**src/rtl/frame_stage_sequencer.sv**
```systemverilog
// Frame-chain controller: launches enabled stages in order, ping-pongs the two
// frame banks between source and destination, and guards each stage with a watchdog.
module frame_stage_sequencer #(
  parameter int NUM_STAGES = 3,
  parameter int TIMEOUT    = 16777216
) (
  input  logic                       clk,
  input  logic                       reset,
  input  logic                       go,
  input  logic                       abort,
  input  logic [NUM_STAGES-1:0]      stage_en,
  output logic [NUM_STAGES-1:0]      stage_start,
  input  logic [NUM_STAGES-1:0]      stage_done,
  input  logic [19*NUM_STAGES-1:0]   stage_read_addr,
  input  logic [19*NUM_STAGES-1:0]   stage_write_addr,
  input  logic [36*NUM_STAGES-1:0]   stage_write_data,
  input  logic [NUM_STAGES-1:0]      stage_we,
  output logic [35:0]                stage_read_data,
  input  logic [18:0]                disp_addr,
  output logic [18:0]                mem0_addr,
  output logic [18:0]                mem1_addr,
  output logic [35:0]                mem0_wdata,
  output logic [35:0]                mem1_wdata,
  output logic                       mem0_we,
  output logic                       mem1_we,
  input  logic [35:0]                mem0_rdata,
  input  logic [35:0]                mem1_rdata,
  output logic                       busy,
  output logic                       done,
  output logic                       error,
  output logic [1:0]                 active_stage,
  output logic                       result_bank
);

  localparam logic [2:0] S_IDLE   = 3'd0;
  localparam logic [2:0] S_SELECT = 3'd1;
  localparam logic [2:0] S_LAUNCH = 3'd2;
  localparam logic [2:0] S_RUN    = 3'd3;
  localparam logic [2:0] S_SWAP   = 3'd4;
  localparam logic [2:0] S_FINISH = 3'd5;
  localparam logic [2:0] S_ERROR  = 3'd6;

  localparam logic [24:0] WD_LAST = 25'(TIMEOUT - 1);
  localparam logic [2:0]  IDX_END = 3'(NUM_STAGES);

  logic [2:0]  state_q, state_d;
  logic [2:0]  idx_q, idx_d;
  logic        src_q, src_d;
  logic        result_bank_q, result_bank_d;
  logic [24:0] wd_q, wd_d;

  // Signals of the slot addressed by idx; all zero once idx runs past the last slot.
  logic [18:0] cur_rd_addr, cur_wr_addr;
  logic [35:0] cur_wdata;
  logic        cur_we, cur_done, cur_en;

  always_comb begin
    cur_rd_addr = '0;
    cur_wr_addr = '0;
    cur_wdata   = '0;
    cur_we      = 1'b0;
    cur_done    = 1'b0;
    cur_en      = 1'b0;
    for (int k = 0; k < NUM_STAGES; k++) begin
      if (idx_q == 3'(k)) begin
        cur_rd_addr = stage_read_addr[19*k +: 19];
        cur_wr_addr = stage_write_addr[19*k +: 19];
        cur_wdata   = stage_write_data[36*k +: 36];
        cur_we      = stage_we[k];
        cur_done    = stage_done[k];
        cur_en      = stage_en[k];
      end
    end
  end

  always_comb begin
    state_d       = state_q;
    idx_d         = idx_q;
    src_d         = src_q;
    result_bank_d = result_bank_q;
    wd_d          = wd_q;
    if (abort && state_q != S_IDLE) begin
      state_d = S_IDLE;
    end else begin
      case (state_q)
        S_IDLE, S_ERROR: begin
          if (go) begin
            state_d = S_SELECT;
            idx_d   = '0;
            src_d   = 1'b0;
          end
        end
        S_SELECT: begin
          if (idx_q >= IDX_END)  state_d = S_FINISH;
          else if (cur_en)       state_d = S_LAUNCH;
          else                   idx_d   = idx_q + 3'd1;
        end
        S_LAUNCH: begin
          wd_d    = '0;
          state_d = S_RUN;
        end
        S_RUN: begin
          if (cur_done)             state_d = S_SWAP;
          else if (wd_q == WD_LAST) state_d = S_ERROR;
          else                      wd_d    = wd_q + 25'd1;
        end
        S_SWAP: begin
          src_d   = ~src_q;
          idx_d   = idx_q + 3'd1;
          state_d = S_SELECT;
        end
        S_FINISH: begin
          result_bank_d = src_q;
          state_d       = S_IDLE;
        end
        default: state_d = S_IDLE;
      endcase
    end
  end

  always_ff @(posedge clk or posedge reset) begin
    if (reset) begin
      state_q       <= S_IDLE;
      idx_q         <= '0;
      src_q         <= 1'b0;
      result_bank_q <= 1'b0;
      wd_q          <= '0;
    end else begin
      state_q       <= state_d;
      idx_q         <= idx_d;
      src_q         <= src_d;
      result_bank_q <= result_bank_d;
      wd_q          <= wd_d;
    end
  end

  // SELECT/FINISH keep the stage routing so addresses settle early, but never write.
  logic route_on, route_we;

  always_comb begin
    route_on = (state_q == S_SELECT) || (state_q == S_LAUNCH) || (state_q == S_RUN) ||
               (state_q == S_SWAP)   || (state_q == S_FINISH);
    route_we = cur_we && ((state_q == S_LAUNCH) || (state_q == S_RUN) || (state_q == S_SWAP));
    mem0_addr  = disp_addr;
    mem1_addr  = disp_addr;
    mem0_wdata = '0;
    mem1_wdata = '0;
    mem0_we    = 1'b0;
    mem1_we    = 1'b0;
    if (route_on) begin
      if (src_q) begin
        mem1_addr  = cur_rd_addr;
        mem0_addr  = cur_wr_addr;
        mem0_wdata = cur_wdata;
        mem0_we    = route_we;
      end else begin
        mem0_addr  = cur_rd_addr;
        mem1_addr  = cur_wr_addr;
        mem1_wdata = cur_wdata;
        mem1_we    = route_we;
      end
    end
  end

  always_comb begin
    stage_start = '0;
    for (int k = 0; k < NUM_STAGES; k++)
      stage_start[k] = (state_q == S_LAUNCH) && (idx_q == 3'(k));
  end

  assign stage_read_data = src_q ? mem1_rdata : mem0_rdata;
  assign busy         = (state_q == S_SELECT) || (state_q == S_LAUNCH) || (state_q == S_RUN) ||
                        (state_q == S_SWAP)   || (state_q == S_FINISH);
  assign done         = (state_q == S_FINISH);
  assign error        = (state_q == S_ERROR);
  assign active_stage = idx_q[1:0];
  assign result_bank  = result_bank_q;

endmodule

```
**config.mk**
```make
export PLATFORM = sky130hd
export DESIGN_NAME = frame_stage_sequencer
export DESIGN_NICKNAME = d
export VERILOG_FILES = /design/src/rtl/frame_stage_sequencer.sv
export SDC_FILE = /design/constraint.sdc
export NUM_CORES = 1
export LEC_CHECK = 0
export CORE_AREA = 2 2 187 189
export CTS_CLUSTER_SIZE = 30
export DETAILED_ROUTE_END_ITERATION = 16
export DIE_AREA = 0 0 189 191
export PLACE_DENSITY = 0.47
export RECOVER_POWER = 100
export SLEW_MARGIN = 20
export SYNTH_ARGS = -nofsm -noshare
export SYNTH_HDL_FRONTEND = slang
export SYNTH_SLANG_ARGS = --single-unit
```
**constraint.sdc**
```tcl
create_clock -name clk -period 3.6 [get_ports clk]
set_clock_uncertainty 0.15 [all_clocks]
set_input_delay 0.9 -clock clk [delete_from_list [all_inputs] [get_ports clk]]
set_output_delay 0.9 -clock clk [all_outputs]
set_load 0.05 [all_outputs]
```
==> flow_metrics.tcl <==
set metrics [dict create \
    max_slew_margin_pct 46.31 \
    fin_area_mm2 0.01183 \
    grt_max_degree 79 \
    drc 0 \
    outcome "finished clean" \
    h-tree-depth 2 \
    path_clk_slew_ps 60 \
    fin_nets 1511 \
    timing.final.crit_share_pct 98.10 \
    synth.area.top_cells "dfrtp_1, nor2_1, mux2_2" \
    ys_seq_area_share_pct 16.98 \
    via_per_inst 4.536 \
    ant_nets 0 \
    antenna_found_initial 4 \
    rsz0062_at_grt "yes" \
    cap_violations 0 \
    io_pins 483 \
    syn_to_final_growth_pct 143.2 \
    fin_cells 1639 \
    die_area_mm2 0.03610 \
    nFillCells 3529 \
    arrival_ps 2480 \
    placed_area_mm2 0.01153 \
    syn_inst 720 \
    cts.sinks 33 \
    avgSynthCellArea_um2 6.756 \
    synth_edf_count 0 \
    core_area_mm2 0.03412 \
    p_leak_uw 0.004490 \
    r2r_cells 6 \
    gp_congestion 0.8543 \
    num_vias 7435 \
    max-clock-path-buffers 2 \
    start_util_pct 14.26 \
    fp.dieH_um 191 \
    synth-main-ff-cell "dfrtp_1" \
    synth.distinct_cells 47 \
    postCtsHoldBufs 0 \
    worst-r2r-setup-slack_ps 560 \
    holdPathStages 1 \
    cts_tree "built" \
    setup_viol 0 \
    numCtsBuffers 5 \
    setup-tns-final_ps 0 \
    worstHoldStart "wd_q[17]" \
    yosys_warnings 0 \
    hold_path_class "register to register" \
    track_usage_pct 17.37 \
    async_flop_share_pct 100.0 \
    max_freq_mhz 283.2 \
    worst_setup_path_start_kind "register" \
    wl_per_cell_um 21.11 \
    crit_type "register to output pin" \
    syn-num-nets 1052 \
    worst_pin_slew_ps 803.4 \
    overflow 0 \
    cp.required_ps 2550 \
    synth.cell_area_mm2 0.004865 \
    synth_top_area_share_pct 16.98 \
    r2r-start "wd_q[0]" \
    grt_pass1_wl_um 47530 \
    ir_worst_vdd_mv 0.6893 \
    grt_pass1_vias 6988 \
    layout-drive-gt1-share_pct 25.42 \
    cts.root.buffer_cell "clkbuf_16" \
    finalHoldViolCount 0 \
    end_kind "output pin" \
    drt_first_pass_iters 4 \
    min_period_ps 3532 \
    rows 68 \
    dp_cells 1623 \
    drt_iter0_drc 354 \
    r2r_end "wd_q[17]" \
    worstHoldEndpoint "wd_q[17]" \
    p_total_uw 13840 \
    clock_latency_ps 280 \
    die_width_um 189 \
    numPortBuffers 482 \
    yosys.area.top_type "dfrtp_1" \
    post-dp-hpwl_um 27850 \
    drt_wl_total_um 34600 \
    slew_violations 0 \
    power.density_mw_per_mm2 1169 \
    utilization_pct 34.68 \
    ys_seq_elements 33 \
    path_max_fanout 11 \
]
## through the flow
step           hold slack, ps  setup WS [ps]
6_report                348.9          68.36
4_1_cts                 341.3          8.424
3_3_place_gp            318.7         -19.03
3_5_place_dp            333.1         -18.10
2_1_floorplan           294.1          70.30
5_1_grt                 386.1         -57.52
## state kept, by name, summed over array words and instances, names as in the netlist
| name | cells |
|---|---|
| idx_q | 3 |
| result_bank | 1 |
| src_q | 1 |
| state_q | 3 |
| wd_q | 25 |
## cell families (layout without fill, tap and decap cells)
| logic type | Yosys count | after routing | synth area share (%) |
|---|---|---|---|
| AOI/OAI and AO/OA | 267 | 267 | 36.68 |
| xor gates and xnor gates | 3 | 3 | 0.5402 |
| adders and majority gates | 6 | 6 | 1.543 |
| buffers and inverters | 81 | 541 | 7.021 |
| DFF | 33 | 33 | 16.98 |
| muxes | 45 | 45 | 10.31 |
| other | 0 | 4 | 0 |
| and+or+nand+nor | 285 | 285 | 26.93 |
## how the worst max path moves through the flow
| stage | to | slack (ps) | start |
|---|---|---|---|
| floorplan | mem1_wdata[7] | 70 | idx_q[0] |
| global placement | mem0_addr[0] | -20 | stage_write_addr[0] |
| detailed placement | mem0_addr[17] | -20 | stage_write_addr[17] |
| CTS | mem1_addr[16] | 8 | idx_q[0] |
| global route | mem0_addr[11] | -60 | idx_q[1] |
| finish | mem1_addr[9] | 70 | idx_q[0] |
## power breakdown
part,internal [uW],total [uW],switching [uW]
Combinational,5440,12900,7470
Sequential,425,502,77.5
Clock,254,423,169
Total,6120,13800,7720
## cells in the mapped netlist, types with 2 or more instances
cell type  instances
dfrtp_1           33
nand3b_1           2
a21o_1             2
o21ai_0           80
nand2b_1           9
mux2i_1            4
nor3_1            25
a2111oi_0          2
nor4_1             2
nor2b_1            6
clkbuf_1          59
o31ai_1            7
nand3_1           19
and4_1             4
nor3b_1            2
a211oi_1           4
a31oi_1            6
a21oi_1           76
buf_6              3
and2_1             2
a41oi_1            2
buf_4              3
a221oi_1          39
nand4_1            6
inv_1              8
a221o_1           38
buf_2              3
nor2_1           164
nand2_1           21
mux2_2            41
buf_1              5
or4_1              8
o211ai_1           3
or3_1              4
ha_1               6
xnor2_1            3
and3_1             9
## repair_timing
| action | 4_1_cts | 5_1_grt |
|---|---|---|
| pin swaps | 0 | 22 |
| setup buffers | 1 | 2 |
| endpoints found under the setup margin | 38 | 91 |
| gates cloned | 1 | 1 |
| gates resized for setup | 7 | 29 |
## layout make-up
class | instances | area, um2 | area share (%)
Antenna cell | 4 | 10.01 | 0.08459
Clock buffer | 5 | 125.1 | 1.057
Clock inverter | 3 | 17.52 | 0.1480
Inverter | 8 | 30.03 | 0.2538
Multi-Input combinational cell | 606 | 3908 | 33.02
Sequential cell | 33 | 829.5 | 7.011
Tap cell | 455 | 569.3 | 4.811
Timing Repair Buffer | 525 | 6344 | 53.61
## cells in the final DEF (no fill, tap or decap), types with 21 or more instances in the layout
cell	netlist	layout
o21ai_0	80	72
clkdlybuf4s50_1	0	324
dfrtp_1	33	32
buf_4	3	67
nor2_1	164	159
nor3_1	25	24
nand2_1	21	21
a221o_1	38	38
buf_12	0	124
mux2_2	41	41
a21oi_1	76	38
a21oi_2	0	37
a221oi_1	39	36
## metal layers
metal  vias to the layer above  track usage [%]  share of wire, %
li1                       3648                -                 -
met1                      3533            21.61                41
met2                       231            31.29                52
met3                        23            3.048               5.5
met4                         0            3.425               1.4
met5                         -                0                 0
## worst max-delay path, cell delays in order (launching register included)
cell       delay [ps]
dfrtp_1           400
inv_1              90
ha_2              200
nor3b_4           280
buf_4             190
clkbuf_16         170
a221oi_1           90
nor2_1            210
a21oi_1           130
a21oi_2           260
buf_12            170
No activity file was read; power rests on OpenSTA's default activity.
